## config.mk

```make
export PLATFORM = sky130hd
export DESIGN_NAME = fifo_ctrl
export DESIGN_NICKNAME = d
export VERILOG_FILES = /design/src/rtl/fifo_defs_pkg.sv /design/src/rtl/fifo_ctrl_ptr_counter.sv /design/src/rtl/fifo_ctrl.sv
export SDC_FILE = /design/constraint.sdc
export NUM_CORES = 1
export LEC_CHECK = 0
export ABC_AREA = 0
export BUFFER_PORTS_ARGS = -buffer_cell sky130_fd_sc_hd__buf_2
export CORE_AREA = 2 2 39 41
export CTS_CLUSTER_DIAMETER = 100
export DETAILED_ROUTE_END_ITERATION = 8
export DIE_AREA = 0 0 41 43
export RECOVER_POWER = 25
export SLEW_MARGIN = 20
export SYNTH_ARGS = -nofsm -noshare
export SYNTH_HDL_FRONTEND = slang
export SYNTH_SLANG_ARGS = --single-unit
```

## constraint.sdc

```tcl
create_clock -name clk -period 2.8 [get_ports clk]
set_clock_uncertainty 0.2 [all_clocks]
set_input_delay 0.42 -clock clk [delete_from_list [all_inputs] [get_ports clk]]
set_output_delay 0.42 -clock clk [all_outputs]
set_load 0.05 [all_outputs]
```

## src/rtl/fifo_defs_pkg.sv

```systemverilog
// Shared FIFO constants used by the controller, the storage array and the wrapper.
package fifo_defs_pkg;

  localparam int FIFO_DEPTH = 4;
  localparam int PTR_W      = 2;
  localparam int CNT_W      = 3;
  localparam int DATA_W     = 64;

  typedef logic [PTR_W-1:0] ptr_t;
  typedef logic [CNT_W-1:0] cnt_t;

  localparam cnt_t CNT_FULL  = cnt_t'(FIFO_DEPTH);
  localparam cnt_t CNT_EMPTY = '0;

endpackage

```

## src/rtl/fifo_ctrl_ptr_counter.sv

```systemverilog
// Wrapping pointer counter with synchronous reset and increment enable.
module ptr_counter
  import fifo_defs_pkg::*;
(
  input  logic             clk,
  input  logic             rst,
  input  logic             inc_i,
  output logic [PTR_W-1:0] ptr_o
);

  ptr_t ptr_q;
  ptr_t ptr_d;

  always_comb begin
    ptr_d = ptr_q;
    if (inc_i) ptr_d = ptr_q + ptr_t'(1);
  end

  // NOTE: registers take non-blocking assignments so every flop samples pre-edge values.
  always_ff @(posedge clk) begin
    if (rst) ptr_q <= '0;
    else     ptr_q <= ptr_d;
  end

  assign ptr_o = ptr_q;

endmodule

```

## src/rtl/fifo_ctrl.sv

```systemverilog
// Pointer, occupancy and error controller for the 4-entry FIFO storage array.
module fifo_ctrl
  import fifo_defs_pkg::*;
(
  input  logic             clk,
  input  logic             rst,
  input  logic             data_in_valid,
  input  logic             pop_fifo,
  output logic [PTR_W-1:0] write_ptr,
  output logic [PTR_W-1:0] read_ptr,
  output logic             write,
  output logic             read,
  output logic             data_out_valid,
  output logic             fifo_full,
  output logic             fifo_empty,
  output logic [CNT_W-1:0] count,
  output logic             err
);

  cnt_t count_q, count_d;
  logic err_q, err_d;
  logic push_ok, pop_ok;

  // Full and empty come from registered count only, so write never loops back into them.
  assign fifo_full  = (count_q == CNT_FULL);
  assign fifo_empty = (count_q == CNT_EMPTY);

  // Requests in the reset cycle are discarded, so the array is not written either.
  assign push_ok = data_in_valid & ~fifo_full & ~rst;
  assign pop_ok  = pop_fifo & ~fifo_empty & ~rst;

  ptr_counter u_wr_ptr (
    .clk   (clk),
    .rst   (rst),
    .inc_i (push_ok),
    .ptr_o (write_ptr)
  );

  ptr_counter u_rd_ptr (
    .clk   (clk),
    .rst   (rst),
    .inc_i (pop_ok),
    .ptr_o (read_ptr)
  );

  always_comb begin
    count_d = count_q;
    unique case ({push_ok, pop_ok})
      2'b10:   count_d = count_q + cnt_t'(1);
      2'b01:   count_d = count_q - cnt_t'(1);
      default: count_d = count_q;
    endcase
    err_d = (data_in_valid & fifo_full) | (pop_fifo & fifo_empty);
  end

  always_ff @(posedge clk) begin
    if (rst) begin
      count_q <= '0;
      err_q   <= 1'b0;
    end else begin
      count_q <= count_d;
      err_q   <= err_d;
    end
  end

  assign write          = push_ok;
  assign read           = ~fifo_empty;
  assign data_out_valid = ~fifo_empty;
  assign count          = count_q;
  assign err            = err_q;

endmodule

```

==> results_dict.tcl <==
set metrics [dict create \
    outcome "finished clean" \
    slew_headroom_pct 76.05 \
    power.density_nw_per_um2 765.9 \
    power.ir.vdd_worst_uv 277.7 \
    crit_family "simple AND/OR/NAND/NOR gates" \
    ys.warnings.count 0 \
    diodes 0 \
    via_count 362 \
    cts-htree-levels 1 \
    cts_inserted_buffers 3 \
    tcrit_tclk_final_pct 87.06 \
    synth-edff-count 0 \
    final_layout_size_suffix_gt1_share_pct 33.85 \
    worstHoldPathType "input port to flip-flop" \
    achievable-frequency_mhz 410.2 \
    cts_clk_pin_slew_worst_paths_ns 0.06 \
    finalMaxSlewViolations 0 \
    timing.critical_path.to_type "flip-flop" \
    syn-instance-count 47 \
    detail_route.wl_per_cell_um 9.827 \
    cts.path.max_buffers 2 \
    ant_nets 0 \
    finalSetupTns_ns 0 \
    multiInputGateArea_sq_um 220.2 \
    crit_buf_inv 1 \
    number_of_gates_given_a_new_drive_strength_after_cts 0 \
    worst_endpoint_required_time_ns 2.79 \
    synth-seq-area-share_pct 39.51 \
    dominantRegCellSynth "sky130_fd_sc_hd__dfxtp_1" \
    cts_tree "done" \
    die_h_um 43 \
    leakage_uw 0.0002421 \
    critical_path.cell_chain "nor3b_4, nand2b_1, or2_1, ha_1, inv_1, fa_1, xor2_1, or3_1, a21oi_1" \
    max_cap_violations 0 \
    worstSetupStartpointType "flip-flop" \
    cts_root_buffer "sky130_fd_sc_hd__clkbuf_4" \
    ctsHoldBuffers 0 \
    first_global_vias 296 \
    die-area_sq_um 1763 \
    crit_arrival_ns 2.42 \
    pin_count 17 \
    globalplace.congestion 0.6941 \
    placeableCoreArea_sq_um 1384 \
    drc_errors 0 \
    avgSynthCellArea_sq_um 8.625 \
    number_of_antenna_violations_at_the_first_check_in_global_routing 0 \
    finalWirelength_um 796 \
    regToRegStartpoint "count[2]" \
    design.final.nets 72 \
    cp_slowest_stage_delay_ns 0.40 \
    clk_latency_ns 0.25 \
    worst-slew-pin-transition_ns 0.3562 \
    final_core_utilization_pct 37.79 \
    chipWidth_um 41 \
    overflow_left_after_global_routing 0 \
    post_cts.repair.setup_buffers 0 \
    drt_iter0_drc 1 \
    setup_repair_after_global_routing_missed_its_margin "false" \
    setup_viol 0 \
    synth_async_sr_flop_share_pct 0 \
    grt_util_all_layers_pct 10.78 \
    critical-path-slowest-cell "sky130_fd_sc_hd__dfxtp_1" \
    setup.worst_path.class "flip-flop to flip-flop" \
    syn_nets 53 \
    worst_setup_path_startpoint "count[2]" \
    numPortBuffers 16 \
    maximum_number_of_pins_on_one_net_before_global_route_repair 13 \
    hold_viol_final 0 \
    setup.reg_to_reg.worst_slack_ns 0.36 \
    vias_per_cell 4.469 \
    placement_rows 14 \
    fillCellCount 162 \
    yosys_register_bits 8 \
    register_area_sq_um 161.4 \
    post_synth_instance_area_sq_um 405.4 \
    firstDrtPassIters 2 \
    critical_path_peak_fanout 6 \
    synthDistinctLibCells 21 \
    hold_path_startpoint "pop_fifo" \
    cts.sinks 8 \
    initial_utilization_pct 29.29 \
    grt_pass1_wl_um 1228 \
    fin_crit_ns 2.438 \
    syn_to_final_growth_pct 29.01 \
]
==> registers in the layout (all words and copies together) (netlist names) <==
register / count
u_wr_ptr.ptr_o: 2
count: 3
err: 1
u_rd_ptr.ptr_o: 2
==> through the flow <==
step / instances / setup WS (ns) / hold WS (ns) / total power (uW) / instance area, sq um
2_1_floorplan: 47 / 0.02836 / 0.3683 / 284.5 / 417.9
3_3_place_gp: 77 / 0.4329 / 0.2720 / 312.5 / 506.7
3_5_place_dp: 77 / 0.4237 / 0.2791 / 314.1 / 506.7
4_1_cts: 81 / 0.3880 / 0.2649 / 412.5 / 533.0
5_1_grt: 81 / 0.2273 / 0.2843 / 430.2 / 523.0
6_report: 81 / 0.3623 / 0.2638 / 400.6 / 523.0
==> placed cells by master, fill, tap and decap left out, types with 2 or more instances in the layout <==
cell / count
sky130_fd_sc_hd__nand2_1: 2
sky130_fd_sc_hd__nor2_1: 8
sky130_fd_sc_hd__a21oi_1: 4
sky130_fd_sc_hd__dfxtp_1: 7
sky130_fd_sc_hd__clkbuf_4: 3
sky130_fd_sc_hd__or3_1: 4
sky130_fd_sc_hd__o21ai_0: 3
sky130_fd_sc_hd__buf_2: 16
sky130_fd_sc_hd__xor2_1: 3
sky130_fd_sc_hd__inv_1: 3
==> logic make-up after synthesis <==
| family | Yosys count | share of synthesized area, % |
|---|---|---|
| simple gates | 18 | 24.39 |
| mux | 1 | 2.778 |
| flops | 8 | 39.51 |
| buf+inv | 6 | 6.480 |
| xor+xnor | 3 | 6.483 |
| compound gates | 9 | 12.35 |
| fa+ha+maj | 2 | 8.024 |
==> cells in the mapped netlist (2+ instances only) <==
library cell / instances / share of area (%)
sky130_fd_sc_hd__dfxtp_1: 8 / 40
sky130_fd_sc_hd__nor2_1: 8 / 7.4
sky130_fd_sc_hd__a21oi_1: 4 / 4.9
sky130_fd_sc_hd__inv_1: 3 / 2.8
sky130_fd_sc_hd__o21ai_0: 3 / 3.7
sky130_fd_sc_hd__or3_1: 3 / 4.6
sky130_fd_sc_hd__xor2_1: 3 / 6.5
sky130_fd_sc_hd__nand2_1: 2 / 1.9
==> power by group <==
| part | leakage [uW] | internal [uW] | switching, uW |
|---|---|---|---|
| clock | 0.0000150 | 54.6 | 40.4 |
| combinational | 0.000161 | 39.7 | 126 |
| sequential | 0.0000660 | 126 | 13.4 |
| total | 0.000242 | 221 | 180 |
==> worst min-delay path: cells and delay by family <==
family	cells	cell delay (ns)
buf+inv	1	0.10
simple gates	1	0.09
compound gates	1	0.06
==> per-layer routing <==
layer	vias up	GRT usage [%]	share of wire (%)
li1	192	-	-
met1	155	13.31	49
met2	13	15.00	43
met3	2	3.141	5.9
met4	0	8.000	1.5
met5	-	0	0
==> layout make-up <==
| class | count | area share [%] |
|---|---|---|
| clock buffer | 4 | 5.024 |
| inverter | 4 | 2.871 |
| multi-input combinational | 33 | 42.11 |
| sequential | 8 | 30.86 |
| tap | 16 | 3.828 |
| timing repair buffer | 16 | 15.31 |
==> worst paths after layout <==
check	depth (start not counted)	endpoint
worst max register to register	9	count[2]
worst min register to register	2	u_rd_ptr.ptr_o[1]
worst max-delay path	9	count[2]
worst min-delay path	3	err
No activity file was read; power rests on OpenSTA's default activity.
